===== config.mk =====
export PLATFORM = sky130hd
export DESIGN_NAME = gate_identifier
export DESIGN_NICKNAME = d
export VERILOG_FILES = /design/src/rtl/gate_identifier.sv
export SDC_FILE = /design/constraint.sdc
export NUM_CORES = 1
export LEC_CHECK = 0
export ABC_CLOCK_PERIOD_IN_PS = 5240
export BUFFER_PORTS_ARGS = -buffer_cell sky130_fd_sc_hd__buf_2
export CAP_MARGIN = 5
export CORE_UTILIZATION = 36
export DETAILED_ROUTE_END_ITERATION = 8
export HOLD_SLACK_MARGIN = 0.15
export PLACE_DENSITY = 0.69
export SETUP_SLACK_MARGIN = 0.1
export SKIP_LAST_GASP = 1
export SLEW_MARGIN = 10
export SYNTH_ARGS = -nofsm -noshare
export SYNTH_HDL_FRONTEND = slang
export SYNTH_SLANG_ARGS = --single-unit
export TNS_END_PERCENT = 50

===== constraint.sdc =====
create_clock -name clk -period 5.24 [get_ports clk]
set_input_delay 0.524 -clock clk [delete_from_list [all_inputs] [get_ports clk]]
set_output_delay 0.524 -clock clk [all_outputs]
set_load 0.02 [all_outputs]

===== src/rtl/gate_identifier.sv =====
// gate_identifier: watches (a, b, y) sample triples and works out which
// two-input bitwise function (AND, OR, XOR, NAND, NOR) produced y. Each
// accepted sample removes the functions it rules out from a registered
// candidate set. A run ends when exactly one function is left (found), none
// is left (fail), or the sample budget runs out (ambiguous).
//
// Ports:
//   clk        system clock, rising edge
//   reset      synchronous, active-high reset
//   start      single-cycle pulse; begins or restarts a run (wins over valid)
//   valid      a/b/y carry a sample this cycle (used only while busy)
//   a, b       sample operands
//   y          observed output for the sample
//   busy       high while samples are accepted
//   done       high once the run has reached found, fail or ambiguous
//   status     00 none/running, 01 found, 10 fail, 11 ambiguous
//   cand       candidate mask: bit0 AND, bit1 OR, bit2 XOR, bit3 NAND, bit4 NOR
//   gate_code  0 AND, 1 OR, 2 XOR, 3 NAND, 4 NOR, 7 none or ambiguous
//   count      number of samples accepted in the current run
module gate_identifier #(
  parameter int unsigned WIDTH       = 4,
  parameter int unsigned MAX_SAMPLES = 8
) (
  input  logic             clk,
  input  logic             reset,
  input  logic             start,
  input  logic             valid,
  input  logic [WIDTH-1:0] a,
  input  logic [WIDTH-1:0] b,
  input  logic [WIDTH-1:0] y,
  output logic             busy,
  output logic             done,
  output logic [1:0]       status,
  output logic [4:0]       cand,
  output logic [2:0]       gate_code,
  output logic [3:0]       count
);

  localparam int unsigned NGATE = 5;
  localparam int unsigned CW    = 4;
  localparam int unsigned SW    = 2;
  localparam int unsigned GW    = 3;

  localparam logic [SW-1:0] STATUS_NONE  = 2'b00;
  localparam logic [SW-1:0] STATUS_FOUND = 2'b01;
  localparam logic [SW-1:0] STATUS_FAIL  = 2'b10;
  localparam logic [SW-1:0] STATUS_AMBIG = 2'b11;
  localparam logic [GW-1:0] CODE_NONE    = 3'b111;

  typedef enum logic [2:0] {
    S_IDLE  = 3'd0,
    S_ACCUM = 3'd1,
    S_FOUND = 3'd2,
    S_FAIL  = 3'd3,
    S_AMBIG = 3'd4
  } state_t;

  state_t            state;
  state_t            state_next;
  logic [NGATE-1:0]  cand_next;
  logic [CW-1:0]     count_next;
  logic              busy_next;
  logic              done_next;
  logic [SW-1:0]     status_next;
  logic [GW-1:0]     gate_code_next;

  logic [NGATE-1:0]  match_c;
  logic [NGATE-1:0]  narrowed_c;
  logic              narrowed_onehot_c;
  logic [CW-1:0]     count_inc_c;

  // Index of the lowest set bit; only meaningful when v is one-hot.
  function automatic logic [GW-1:0] onehot_index(input logic [NGATE-1:0] v);
    logic [GW-1:0] idx;
    idx = CODE_NONE;
    for (int i = NGATE - 1; i >= 0; i--) begin
      if (v[i]) idx = GW'(i);
    end
    return idx;
  endfunction

  // Full-width comparison of y against every candidate function.
  always_comb begin
    match_c    = '0;
    match_c[0] = (y == (a & b));
    match_c[1] = (y == (a | b));
    match_c[2] = (y == (a ^ b));
    match_c[3] = (y == ~(a & b));
    match_c[4] = (y == ~(a | b));
  end

  // Candidate set after this sample, and whether exactly one bit survives.
  always_comb begin
    narrowed_c        = cand & match_c;
    narrowed_onehot_c = (narrowed_c != '0) &&
                        ((narrowed_c & (narrowed_c - NGATE'(1))) == '0);
    count_inc_c       = count + CW'(1);
  end

  // Next-state, candidate/count update and next output values.
  always_comb begin
    state_next     = state;
    cand_next      = cand;
    count_next     = count;
    busy_next      = 1'b0;
    done_next      = 1'b0;
    status_next    = STATUS_NONE;
    gate_code_next = CODE_NONE;

    if (start) begin
      // Restart from any state; a sample in the same cycle is dropped.
      state_next = S_ACCUM;
      cand_next  = '1;
      count_next = '0;
    end else if (state == S_ACCUM && valid) begin
      cand_next  = narrowed_c;
      count_next = count_inc_c;
      if (narrowed_c == '0) begin
        state_next = S_FAIL;
      end else if (narrowed_onehot_c) begin
        state_next = S_FOUND;
      end else if (count_inc_c == CW'(MAX_SAMPLES)) begin
        state_next = S_AMBIG;
      end
    end

    case (state_next)
      S_ACCUM: busy_next = 1'b1;
      S_FOUND: begin
        done_next      = 1'b1;
        status_next    = STATUS_FOUND;
        gate_code_next = onehot_index(cand_next);
      end
      S_FAIL: begin
        done_next   = 1'b1;
        status_next = STATUS_FAIL;
      end
      S_AMBIG: begin
        done_next   = 1'b1;
        status_next = STATUS_AMBIG;
      end
      default: ;
    endcase
  end

  // State and output registers.
  always_ff @(posedge clk) begin
    if (reset) begin
      state     <= S_IDLE;
      cand      <= '1;
      count     <= '0;
      busy      <= 1'b0;
      done      <= 1'b0;
      status    <= STATUS_NONE;
      gate_code <= CODE_NONE;
    end else begin
      state     <= state_next;
      cand      <= cand_next;
      count     <= count_next;
      busy      <= busy_next;
      done      <= done_next;
      status    <= status_next;
      gate_code <= gate_code_next;
    end
  end

endmodule


==> impl_metrics.toml <==
[setup_path]
worstSetupStartpointType = "input port"
reg2reg_to = "gate_code[1]"
critical_path.startpoint = "a[1]"
critical_path_arrival_ps = 2480
cp_num_buf_inv = 2
worst-r2r-cell-count = 5
timing.setup.critical_path_class = "in2reg"
crit_chain = "buf_2 > inv_1 > ha_1 > xor2_1 > nor3_1 > nand2_1 > o211ai_2 > a21oi_2 > or2_1 > a2111oi_2"
end_kind = "flop"
critical_path.top_delay_family = "simple AND/OR/NAND/NOR gates"
max_stage_delay_ps = 330
critical_path.max_fanout = 7
crit-reg2reg-launch = "state[1]"
crit_path_top_delay_cell = "a2111oi_2"
ff2ff_setup_slack_ps = 3270
worstPathRequired_ps = 5450

[floorplanning]
die_area_um2 = 3440
die_w_um = 58.6
die_h_um = 58.6
core.rowCount = 20
core_area_um2 = 3050
io_pins = 32
start_util_pct = 37.8

[drt]
dr.pass1.iters = 4
drc = 0
num_vias = 1017
initial_drc_count = 29
routed_wl_um = 2360
drtAntennaViolNets = 0
dr_wl_cell_um = 11.4
viasPerCell = 4.91

[synth]
synth_edf_count = 0
synth.mux.area_fraction_pct = 0.867
syn_area_per_cell_um2 = 8.82
synth_seq_cells = 19
synth.net_count = 156
main_combinational_cell_family_by_area_after_synthesis = "simple AND/OR/NAND/NOR gates"
async_flop_share_pct = 0
synthesis.yosys.warnings = 0
synth_adder_area_share_pct = 9.75
synth.distinct_cells = 38
synth_compound_area_share_pct = 14.6
postSynthCellCount = 131
synth-simple-area-share_pct = 25.7
synth_seq_area_share_pct = 32.9
parity_gate_share_of_the_synthesized_area_counting_xor_and_xnor_cells_pct = 12.1
synth.cell_area_um2 = 1150
synthFlopType = "dfxtp_1"

[pwr]
power_density_nw_per_um2 = 217
leakage_nw = 0.608
power.ir.vdd_worst_mv = 0.0792

[cts]
cts_tree = "done"
cts_buffer_depth = 2
numCtsBuffers = 3
clockRootBuffer = "clkbuf_4"
clock-sinks = 19
ctsHoldBuffers = 0
cts_max_level = 1
clock_transition_time_at_the_flip_flop_clock_pins_of_the_worst_setup_and_hold_paths_ps = 110
post-cts-setup-buffer-count = 0
clk_latency_ps = 290
ctsResizeCount = 0

[min_path]
holdPathEnd = "busy"
whs_path_depth = 2
hp-class = "in2reg"
worst_hold_startpoint = "reset"

[timing]
worstMarginPinSlew_ps = 481
finalHoldViolCount = 0
period_share_pct = 43.4
fin_worst_skew_ps = 3.83
finalSetupViolCount = 0
report.final.slew_viol_count = 0
rsz0062_at_grt = "false"
holdWs_ps = 521
worst_relative_slew_slack_pct = 68.0
maxClockFrequency_ghz = 0.439
post-route-min-period_ps = 2280
totalNegativeSetupSlack_ps = 0

[placement]
placed_cells_incl_taps = 203
hpwl_um = 1960
io_buffers = 31
placer_s_final_routability_congestion_estimate = 0.799

[layout]
areaGrowthSynthToFinish_pct = 19.5
finish.cell_count_without_fillers = 207
nNetsFinal = 189
drive_above_1_share_pct = 28.2
num_antenna_cells = 0
fillers = 318

[grt]
antenna_found_initial = 0
track_usage_pct = 15.9
grt.overflow.total = 0
first_pass_grt_wire_length_um = 4190
first_global_vias = 1012
grt_max_degree = 13

[job]
drv_cap = 0

[outcome]
outcome = "complete, no violations"
## metrics by stage
stage / setup WS, ps / instance area, um2 / total power, mW / util [%]
floorplan: 2930 / 1150 / 0.208 / -
global placement: 2700 / 1350 / 0.227 / 44.3
detailed placement: 2650 / 1350 / 0.229 / 44.3
CTS: 2960 / 1380 / 0.303 / 45.2
global route: 2810 / 1380 / 0.318 / 45.2
finish: 2960 / 1380 / 0.300 / 45.2
## cells by family (layout without fill, tap and decap cells)
family	Yosys count	count (layout)
buffers and inverters	12	44
DFF	19	19
AOI/OAI and AO/OA	22	22
and+or+nand+nor	52	52
xor gates and xnor gates	16	16
adders and majority gates	9	9
muxes	1	1
## cell type report
type	count	area, um2	area share, %
timing repair buffer	31	155	11.2
sequential	19	380	27.6
tap	44	55.1	3.99
clock inverter	1	5.00	0.363
inverter	9	33.8	2.45
multi-input combinational	100	728	52.8
clock buffer	3	22.5	1.63
## synthesized netlist by cell type, types with 3 or more instances
library cell / count / area, um2
o21ai_0: 5 / 25.0
ha_1: 9 / 113
nand4_1: 3 / 18.8
nor3_1: 3 / 15.0
inv_1: 9 / 33.8
nand3_1: 6 / 30.0
dfxtp_1: 19 / 380
nand2_1: 11 / 41.3
a21oi_1: 5 / 25.0
or2_2: 4 / 25.0
nor2_1: 9 / 33.8
and2_1: 4 / 25.0
xor2_1: 9 / 78.8
xnor2_1: 7 / 61.3
## sequential cells by signal (all words and copies together), names as in the netlist
register / count
done: 1
gate_code: 3
count: 4
cand: 5
state: 3
busy: 1
status: 2
## power by group
| part | internal (mW) | switching, mW | total, mW |
|---|---|---|---|
| clock | 0.0284 | 0.0455 | 0.0739 |
| combinational | 0.0291 | 0.0433 | 0.0724 |
| sequential | 0.150 | 0.00345 | 0.153 |
| total | 0.207 | 0.0923 | 0.300 |
## worst max-delay path by stage
stage	endpoint	slack (ps)	cells after the start
after floorplan	busy	2930	9
after global placement	busy	2700	10
after detailed placement	busy	2650	10
after CTS	busy	2960	10
after global routing	busy	2810	10
final	busy	2960	10
## placed cells by master, fill, tap and decap left out, types with 2 or more instances in the layout
cell type,instances
buf_2,31
dfxtp_1,19
nand2_1,11
inv_1,9
nor2_1,9
xor2_1,9
ha_1,9
xnor2_1,7
nand3_1,6
a21oi_1,5
o21ai_0,5
and2_1,4
or2_2,4
nor3_1,3
nand4_1,3
clkbuf_4,3
and4_1,2
a21oi_2,2
a21o_1,2
## per-layer routing
metal,share of wire (%),GRT usage (%),vias to the layer above
li1,-,-,518
met1,42,17.4,480
met2,55,30.7,17
met3,2.6,2.20,2
met4,1.1,6.12,0
met5,0,0,-
Power figures use the tool's default switching activity.
